<file path="src/rtl/id_stage_pipe.sv">
// RV32I/RV32E decode stage: instruction decode, register file read with write-back
// bypass, load-use stall and a valid/ready ID/EX pipeline register with flush.
module id_stage_pipe #(
  parameter int unsigned XLEN = 32,
  parameter int unsigned NREG = 32,
  parameter int unsigned OPW  = 6
) (
  input  logic            clk,
  input  logic            rst_n,
  input  logic            if_valid,
  input  logic [31:0]     if_instr,
  input  logic [XLEN-1:0] if_pc,
  output logic            id_ready,
  input  logic            wb_we,
  input  logic [4:0]      wb_rd,
  input  logic [XLEN-1:0] wb_data,
  input  logic            flush,
  input  logic            ex_ready,
  output logic            ex_valid,
  output logic [XLEN-1:0] ex_pc,
  output logic [XLEN-1:0] ex_imm,
  output logic [OPW-1:0]  ex_op,
  output logic [4:0]      ex_rs1,
  output logic [4:0]      ex_rs2,
  output logic [4:0]      ex_rd,
  output logic [XLEN-1:0] ex_rv1,
  output logic [XLEN-1:0] ex_rv2,
  output logic            ex_illegal
);

  localparam int unsigned IW = (NREG > 1) ? $clog2(NREG) : 1;

  logic [6:0]      opc;
  logic [2:0]      f3;
  logic [6:0]      f7;
  logic [4:0]      rd_f;
  logic [4:0]      rs1_f;
  logic [4:0]      rs2_f;
  logic [XLEN-1:0] imm_i, imm_iz, imm_sh, imm_s, imm_b, imm_u, imm_j;

  assign opc   = if_instr[6:0];
  assign rd_f  = if_instr[11:7];
  assign f3    = if_instr[14:12];
  assign rs1_f = if_instr[19:15];
  assign rs2_f = if_instr[24:20];
  assign f7    = if_instr[31:25];

  assign imm_i  = XLEN'($signed(if_instr[31:20]));
  assign imm_iz = XLEN'(if_instr[31:20]);
  assign imm_sh = XLEN'(if_instr[24:20]);
  assign imm_s  = XLEN'($signed({if_instr[31:25], if_instr[11:7]}));
  assign imm_b  = XLEN'($signed({if_instr[31], if_instr[7], if_instr[30:25],
                                 if_instr[11:8], 1'b0}));
  assign imm_u  = XLEN'($signed({if_instr[31:12], 12'b0}));
  assign imm_j  = XLEN'($signed({if_instr[31], if_instr[19:12], if_instr[20],
                                 if_instr[30:21], 1'b0}));

  logic [OPW-1:0]  dec_op;
  logic [XLEN-1:0] dec_imm;
  logic            dec_legal;
  logic            dec_ill;
  logic            use_rs1, use_rs2, use_rd;
  logic            idx_bad;

  // Opcode/immediate decode plus which register fields the format actually uses
  always_comb begin
    dec_op    = '0;
    dec_imm   = '0;
    dec_legal = 1'b1;
    use_rs1   = 1'b0;
    use_rs2   = 1'b0;
    use_rd    = 1'b0;
    case (opc)
      7'b0110111: begin dec_op = OPW'(0); dec_imm = imm_u; use_rd = 1'b1; end
      7'b0010111: begin dec_op = OPW'(1); dec_imm = imm_u; use_rd = 1'b1; end
      7'b1101111: begin dec_op = OPW'(2); dec_imm = imm_j; use_rd = 1'b1; end
      7'b1100111: begin
        dec_op    = OPW'(3);
        dec_imm   = imm_i;
        use_rs1   = 1'b1;
        use_rd    = 1'b1;
        dec_legal = (f3 == 3'b000);
      end
      7'b1100011: begin
        dec_imm = imm_b;
        use_rs1 = 1'b1;
        use_rs2 = 1'b1;
        case (f3)
          3'b000:  dec_op = OPW'(4);
          3'b001:  dec_op = OPW'(5);
          3'b100:  dec_op = OPW'(6);
          3'b101:  dec_op = OPW'(7);
          3'b110:  dec_op = OPW'(8);
          3'b111:  dec_op = OPW'(9);
          default: dec_legal = 1'b0;
        endcase
      end
      7'b0000011: begin
        dec_imm = imm_i;
        use_rs1 = 1'b1;
        use_rd  = 1'b1;
        case (f3)
          3'b000:  dec_op = OPW'(10);
          3'b001:  dec_op = OPW'(11);
          3'b010:  dec_op = OPW'(12);
          3'b100:  dec_op = OPW'(13);
          3'b101:  dec_op = OPW'(14);
          default: dec_legal = 1'b0;
        endcase
      end
      7'b0100011: begin
        dec_imm = imm_s;
        use_rs1 = 1'b1;
        use_rs2 = 1'b1;
        case (f3)
          3'b000:  dec_op = OPW'(15);
          3'b001:  dec_op = OPW'(16);
          3'b010:  dec_op = OPW'(17);
          default: dec_legal = 1'b0;
        endcase
      end
      7'b0010011: begin
        dec_imm = imm_i;
        use_rs1 = 1'b1;
        use_rd  = 1'b1;
        case (f3)
          3'b000: dec_op = OPW'(18);
          3'b010: dec_op = OPW'(19);
          3'b011: begin dec_op = OPW'(20); dec_imm = imm_iz; end
          3'b100: begin dec_op = OPW'(21); dec_imm = imm_iz; end
          3'b110: begin dec_op = OPW'(22); dec_imm = imm_iz; end
          3'b111: begin dec_op = OPW'(23); dec_imm = imm_iz; end
          3'b001: begin
            dec_op    = OPW'(24);
            dec_imm   = imm_sh;
            dec_legal = (f7 == 7'b0000000);
          end
          default: begin
            dec_imm = imm_sh;
            if (f7 == 7'b0000000)      dec_op = OPW'(25);
            else if (f7 == 7'b0100000) dec_op = OPW'(26);
            else                       dec_legal = 1'b0;
          end
        endcase
      end
      7'b0110011: begin
        use_rs1 = 1'b1;
        use_rs2 = 1'b1;
        use_rd  = 1'b1;
        if (f7 == 7'b0000000) begin
          case (f3)
            3'b000:  dec_op = OPW'(27);
            3'b001:  dec_op = OPW'(29);
            3'b010:  dec_op = OPW'(30);
            3'b011:  dec_op = OPW'(31);
            3'b100:  dec_op = OPW'(32);
            3'b101:  dec_op = OPW'(33);
            3'b110:  dec_op = OPW'(35);
            default: dec_op = OPW'(36);
          endcase
        end else if (f7 == 7'b0100000) begin
          case (f3)
            3'b000:  dec_op = OPW'(28);
            3'b101:  dec_op = OPW'(34);
            default: dec_legal = 1'b0;
          endcase
        end else begin
          dec_legal = 1'b0;
        end
      end
      default: dec_legal = 1'b0;
    endcase
  end

  assign idx_bad = (use_rs1 && (32'(rs1_f) >= NREG)) ||
                   (use_rs2 && (32'(rs2_f) >= NREG)) ||
                   (use_rd  && (32'(rd_f)  >= NREG));
  assign dec_ill = !dec_legal || idx_bad;

  // Register file; x0 and out-of-range indices are never written
  logic [XLEN-1:0] rf_q [NREG];
  logic [XLEN-1:0] rf_d [NREG];
  logic            wb_wr_en;
  logic [XLEN-1:0] rv1_c, rv2_c;

  assign wb_wr_en = wb_we && (wb_rd != 5'd0) && (32'(wb_rd) < NREG);

  always_comb begin
    rf_d = rf_q;
    if (wb_wr_en) rf_d[wb_rd[IW-1:0]] = wb_data;
  end

  always_comb begin
    rv1_c = '0;
    if (rs1_f != 5'd0) begin
      if (wb_wr_en && (wb_rd == rs1_f))  rv1_c = wb_data;
      else if (32'(rs1_f) < NREG)         rv1_c = rf_q[rs1_f[IW-1:0]];
    end
  end

  always_comb begin
    rv2_c = '0;
    if (rs2_f != 5'd0) begin
      if (wb_wr_en && (wb_rd == rs2_f))  rv2_c = wb_data;
      else if (32'(rs2_f) < NREG)         rv2_c = rf_q[rs2_f[IW-1:0]];
    end
  end

  logic            ex_valid_q, ex_valid_d;
  logic [XLEN-1:0] ex_pc_q, ex_pc_d;
  logic [XLEN-1:0] ex_imm_q, ex_imm_d;
  logic [OPW-1:0]  ex_op_q, ex_op_d;
  logic [4:0]      ex_rs1_q, ex_rs1_d;
  logic [4:0]      ex_rs2_q, ex_rs2_d;
  logic [4:0]      ex_rd_q, ex_rd_d;
  logic [XLEN-1:0] ex_rv1_q, ex_rv1_d;
  logic [XLEN-1:0] ex_rv2_q, ex_rv2_d;
  logic            ex_illegal_q, ex_illegal_d;
  logic            adv, hazard, ex_is_load;

  // A load in ID/EX cannot forward its result, so a consumer behind it waits one cycle
  assign ex_is_load = (ex_op_q >= OPW'(10)) && (ex_op_q <= OPW'(14));
  assign hazard     = ex_valid_q && ex_is_load && (ex_rd_q != 5'd0) &&
                      ((use_rs1 && (ex_rd_q == rs1_f)) ||
                       (use_rs2 && (ex_rd_q == rs2_f)));
  assign adv        = !ex_valid_q || ex_ready;
  assign id_ready   = adv && !hazard && !flush;

  always_comb begin
    ex_valid_d   = ex_valid_q;
    ex_pc_d      = ex_pc_q;
    ex_imm_d     = ex_imm_q;
    ex_op_d      = ex_op_q;
    ex_rs1_d     = ex_rs1_q;
    ex_rs2_d     = ex_rs2_q;
    ex_rd_d      = ex_rd_q;
    ex_rv1_d     = ex_rv1_q;
    ex_rv2_d     = ex_rv2_q;
    ex_illegal_d = ex_illegal_q;
    if (adv) begin
      ex_valid_d   = if_valid && !hazard;
      ex_pc_d      = if_pc;
      ex_imm_d     = dec_imm;
      ex_op_d      = dec_ill ? '1 : dec_op;
      ex_rs1_d     = rs1_f;
      ex_rs2_d     = rs2_f;
      ex_rd_d      = rd_f;
      ex_rv1_d     = rv1_c;
      ex_rv2_d     = rv2_c;
      ex_illegal_d = dec_ill;
    end
    if (flush) ex_valid_d = 1'b0;
  end

  always_ff @(posedge clk) begin
    if (!rst_n) begin
      rf_q         <= '{default: '0};
      ex_valid_q   <= 1'b0;
      ex_pc_q      <= '0;
      ex_imm_q     <= '0;
      ex_op_q      <= '0;
      ex_rs1_q     <= '0;
      ex_rs2_q     <= '0;
      ex_rd_q      <= '0;
      ex_rv1_q     <= '0;
      ex_rv2_q     <= '0;
      ex_illegal_q <= 1'b0;
    end else begin
      rf_q         <= rf_d;
      ex_valid_q   <= ex_valid_d;
      ex_pc_q      <= ex_pc_d;
      ex_imm_q     <= ex_imm_d;
      ex_op_q      <= ex_op_d;
      ex_rs1_q     <= ex_rs1_d;
      ex_rs2_q     <= ex_rs2_d;
      ex_rd_q      <= ex_rd_d;
      ex_rv1_q     <= ex_rv1_d;
      ex_rv2_q     <= ex_rv2_d;
      ex_illegal_q <= ex_illegal_d;
    end
  end

  assign ex_valid   = ex_valid_q;
  assign ex_pc      = ex_pc_q;
  assign ex_imm     = ex_imm_q;
  assign ex_op      = ex_op_q;
  assign ex_rs1     = ex_rs1_q;
  assign ex_rs2     = ex_rs2_q;
  assign ex_rd      = ex_rd_q;
  assign ex_rv1     = ex_rv1_q;
  assign ex_rv2     = ex_rv2_q;
  assign ex_illegal = ex_illegal_q;

endmodule
</file>
<file path="config.mk">
export PLATFORM = sky130hd
export DESIGN_NAME = id_stage_pipe
export DESIGN_NICKNAME = d
export VERILOG_FILES = /design/src/rtl/id_stage_pipe.sv
export SDC_FILE = /design/constraint.sdc
export NUM_CORES = 2
export LEC_CHECK = 0
export ABC_CLOCK_PERIOD_IN_PS = 2400
export CORE_UTILIZATION = 25
export DETAILED_ROUTE_END_ITERATION = 16
export PLACE_DENSITY = 0.44
export SYNTH_ARGS = -nofsm -noshare
export SYNTH_HDL_FRONTEND = slang
export SYNTH_SLANG_ARGS = --single-unit
</file>
<file path="constraint.sdc">
create_clock -name clk -period 2.4 [get_ports clk]
set_input_delay 0.48 -clock clk [delete_from_list [all_inputs] [get_ports clk]]
set_output_delay 0.48 -clock clk [all_outputs]
set_load 0.05 [all_outputs]
</file>
Word-level counts from Yosys, hierarchy flattened
Index checks and enable logic that the tools add are counted.
{ "totals": {"word_cells": 150, "regBits": 1175, "inputBits": 107, "output_inout_bits": 152} }
{ "classes": {"muxes": 39, "magnitude_cmp": 6, "n_bitwise": 4, "n_reduce_logical": 38, "eq_ne": 21} }
{ "ops": {"columns": ["operator", "count"], "rows": [
  ["$bwmux W1024", 1],
  ["$bmux W32 S5", 2],
  ["$mux W32", 9],
  ["$pmux W32 S6", 1],
  ["$demux W32 S5", 1],
  ["$pmux W32 S2", 1],
  ["$pmux W6 S8", 1],
  ["$pmux W6 S7", 1],
  ["$pmux W5 S7", 1],
  ["$eq A7 B6 Y1 const B", 4],
  ["$pmux W4 S6", 1],
  ["$eq A7 B7 Y1 const B", 3],
  ["$eq A5 B5 Y1", 4],
  ["$pmux W4 S5", 1],
  ["$reduce_bool A5 Y1", 4],
  ["$ge A6 B6 Y1 const B", 3],
  ["$mux W6", 3],
  ["$not A5 Y6", 3],
  ["$reduce_or A6 Y1", 3],
  ["$pmux W5 S3", 1],
  ["$eq A7 B5 Y1 const B", 2],
  ["$logic_and A1 B1 Y1", 13],
  ["$eq A3 B3 Y1 const B", 4],
  ["$pmux W6 S2", 1],
  ["other kinds (19)", 40]
]} }

Logic depth before layout (Yosys ltp)
{ "logic_depth": {"word_depth": 9, "mapped_depth": 9, "depth_no_buf": 6} }

Worst setup path before layout
OpenSTA, ideal clock, no wires.
{ "synth_timing": {"path_kind": "input -> output", "startpoint": "input if_instr[3]", "endpoint": "output id_ready", "path_stages": 7, "setup_slack_ps": -677, "required_ps": 1920, "path_buffers": 2, "arrival_ps": 2597, "cell_sequence": "buf_2 -> nand4bb_1 -> clkbuf_1 -> nor2_1 -> o2111ai_1 -> a21oi_1 -> nor3_1"} }
{ "synth_via": {"elab_chain_len": 9} }
{ "synth_lines": {"columns": ["item", "line", "rtl"], "rows": [
  ["start: declaration", "11", "input logic [31:0] if_instr,"],
  ["$eq A7 B6 Y1 (tied with other cells)", "73", "case (opc)"],
  ["$reduce_or A6 Y1 (no source line) or $reduce_or A3 Y1 (tied branches)", null, null],
  ["$mux W1", "73", null],
  ["$logic_and A1 B1 Y1, on equally long branches", "224, 225", null],
  ["$logic_or A1 B1 Y1 (*)", "224", "((use_rs1 && (ex_rd_q == rs1_f)) ||"],
  ["$logic_and A1 B1 Y1 (*)", "223", "assign hazard = ex_valid_q && ex_is_load && (ex_rd_q != 5'd0) &&"],
  ["$logic_not A1 Y1 (*)", "227", "assign id_ready = adv && !hazard && !flush;"],
  ["$logic_and A1 B1 Y1 (*) (2 in a row)", "227", null],
  ["end: declaration", "13", "output logic id_ready,"]
]} }
Mark *: on every way between the ends. The rest lies on a longest branch, timed or not.

Worst setup path in the final report
{ "layout_timing": {"startpoint": "register ex_rd_q[0], in the netlist ex_rd[0]", "endpoint": "output id_ready"} }
{ "layout_via": {"elab_chain_len": 7} }
{ "layout_lines": {"columns": ["item", "line", "rtl"], "rows": [
  ["start: declaration", "215", "logic [4:0] ex_rd_q, ex_rd_d;"],
  ["start signal: assignment", "276", "ex_rd_q <= ex_rd_d;"],
  ["$eq A5 B5 Y1, on equally long branches", "224, 225", null],
  ["$logic_and A1 B1 Y1, on equally long branches", "224, 225", null],
  ["$logic_or A1 B1 Y1", "224", null],
  ["$logic_and A1 B1 Y1 (*)", "223", null],
  ["$logic_not A1 Y1 (*)", "227", null],
  ["$logic_and A1 B1 Y1 (*) (2 in a row)", "227", null]
]} }
Marks and branches as above.

==> flow_metrics.tcl <==
set metrics [dict create \
    worstHoldEndpoint "ex_rs1[1]" \
    antenna_found_initial 18 \
    final.setup_skew_ns 0.0254 \
    p_leak_uw 0.0247 \
    maxCapViolCount 0 \
    peakVddDrop_mv 0.655 \
    max_clock_freq_mhz 324 \
    wire_per_inst_um 27.9 \
    regArea_um2 23500 \
    die_width_um 477 \
    synth.avg_cell_area_um2 8.90 \
    viasPerCell 5.38 \
    synth.distinct_cells 64 \
    cts_buffer_depth 3 \
    cts_root_buf "clkbuf_16" \
    grt_usage_pct 23.2 \
    reg2regPathDepth 7 \
    ys_top_cells_by_count "nand2_1, dfxtp_1, a21oi_1" \
    die_y_um 477 \
    path_clk_slew_ns 0.06 \
    syn_inst 6346 \
    core_area_um2 225000 \
    dp_cells 9508 \
    placed_area_um2 67900 \
    tightestPinTransition_ns 0.926 \
    drtAntennaViolNets 0 \
    vias 52600 \
    violations "setup timing" \
    setup_violations 1 \
    ios 259 \
    row_count 174 \
    r2r-end "ex_rv1[30]" \
    hold_violations 0 \
    end_kind "primary output" \
    yosys.cell_count.top_type "nand2_1" \
    cts_htree_levels 4 \
    async_flop_share_pct 0 \
    wirelength_um 272000 \
    powerDensity_nw_per_um2 661 \
    fin_cells 9767 \
    drt_first_iter_violations 5988 \
    grt_pass1_wl_um 383000 \
    synth_edf_count 0 \
    netlist_area_um2 56500 \
    cp.required_ns 1.92 \
    yosysWarnings 0 \
    yosysSeqAreaShare_pct 41.6 \
    place_hpwl_um 181000 \
    rsz0062_at_grt "yes" \
    yosys.area.top_type "dfxtp_1" \
    layout-drive-gt1-share_pct 21.5 \
    crit_type "reg2out" \
    synth_top_area_share_pct 41.6 \
    hp-start "if_instr[16]" \
    grt_max_degree 159 \
    synth_ff_type "dfxtp_1" \
    critPathLaunch "ex_rd[0]" \
    crit_fanout 2 \
    multiInputGateArea_um2 30300 \
    dr.pass1.iters 6 \
    synth_area_leaders "dfxtp_1, mux4_2, nand2_1" \
    fin_area_um2 72700 \
    slew_headroom_pct 38.3 \
    numCtsBuffers 142 \
    fin_crit_ns 3.09 \
    insertion_delay_ns 0.82 \
    place_congestion 0.897 \
    whs_ns 0.224 \
    r2r_start "ex_valid" \
    die_area_um2 228000 \
    fin_crit_sh_pct 129 \
    synth_seq_cells 1175 \
    cts_tree "done" \
    holdPathStages 4 \
    min_path_type "in2reg" \
    area_growth_pct 28.6 \
    synth_nets 6453 \
    drcViolationCount 0 \
    finalSetupTns_ns -0.689 \
    start_kind "flop" \
    status "complete, but fails checks" \
    arrival_ns 2.61 \
    start_util_pct 25.1 \
    drv_slew 0 \
    globalRoute.totalOverflow 0 \
    clock-sinks 1175 \
    ff2ff_setup_slack_ns 0.58 \
    grt_pass1_vias 49900 \
    portBuffers 258 \
    fill_cells 23200 \
    fin_nets 6768 \
    worst_slack_ns -0.689 \
]
## where the power goes
part	internal, uW	switching (uW)	leakage, uW
Combinational	1900	3360	0.0128
Clock	13400	9280	0.00238
Sequential	19800	313	0.00950
## kinds of logic after synthesis
kind of cell	after synthesis	synth area share, %
mux	513	20.4
compound gates	1537	14.8
fa+ha+maj	1	0.0177
xor+xnor	21	0.326
flops	1175	41.6
buf+inv	681	5.57
simple gates	2418	17.2
## sequential cells by signal, summed over array words and instances (netlist names)
signal,cells
ex_imm,32
ex_illegal,1
rf_q,1024
ex_op,6
ex_rv1,32
ex_rs2,5
ex_valid,1
ex_pc,32
ex_rd,5
ex_rv2,32
ex_rs1,5
## cell usage in the layout (no fill, tap or decap), drive strengths merged, types with 17 or more instances in the layout
master | netlist | routed
mux4 | 512 | 512
nor3 | 18 | 18
clkdlybuf4s50 | 0 | 101
and2 | 38 | 38
nand2 | 2146 | 2146
nor2 | 60 | 60
clkinv | 0 | 27
a22oi | 76 | 76
dfxtp | 1175 | 1175
o22ai | 258 | 258
dlygate4sd2 | 0 | 127
o21ai | 88 | 88
clkbuf | 472 | 209
clkdlybuf4s15 | 0 | 17
buf | 204 | 600
a21oi | 1062 | 1062
nand3 | 25 | 25
or4 | 65 | 65
## final cells by class
class	count	area share, %
diodes	5	0.0172
clock buffers	208	5.79
clock inverters	45	0.854
inverters	5	0.0362
multi-input cells	4490	41.7
flip-flops and latches	1175	32.4
well taps	2992	5.15
repair buffers	847	14.1
## repair_timing
item / 4_1_cts / 5_1_grt
buffers inserted: 1 / 1
pin swaps: 5 / 6
hold buffers: 0 / 0
gates resized for setup: 197 / 8
endpoints found under the hold margin: 0 / 0
setup endpoints to repair: 148 / 2
## metal layers
layer	global-route usage, %	share of wire [%]	vias to the layer above	routed length [um]
met5	0	0	-	0
met4	8.06	3.5	0	9650
met3	4.87	8.8	439	23800
met2	36.6	46	2611	124000
met1	31.4	42	26500	115000
li1	-	-	23000	-
## worst max-delay path, cell delays in order, from the launching register on
cell and delay (ns):
dfxtp_4 0.35, buf_4 0.13, or4_4 0.55, o221ai_2 0.29, a21oi_4 0.09, nor3_4 0.18
buf_6 0.19
## stage by stage
step	total power (uW)	util [%]	setup WS [ns]
6_report	48000	32.3	-0.689
5_1_grt	49400	32.3	-0.755
4_1_cts	48400	32.3	-0.804
3_5_place_dp	25800	30.2	-0.948
3_3_place_gp	25800	30.2	-0.891
2_1_floorplan	23100	-	0.0327
## worst max path at each step
stage | slack [ns] | depth (start not counted) | to
5_1_grt | -0.75 | 6 | id_ready
2_1_floorplan | 0.03 | 9 | id_ready
3_3_place_gp | -0.89 | 10 | id_ready
6_report | -0.69 | 6 | id_ready
3_5_place_dp | -0.95 | 10 | id_ready
4_1_cts | -0.80 | 9 | id_ready
Note: power is estimated with default switching activity, not from simulation.
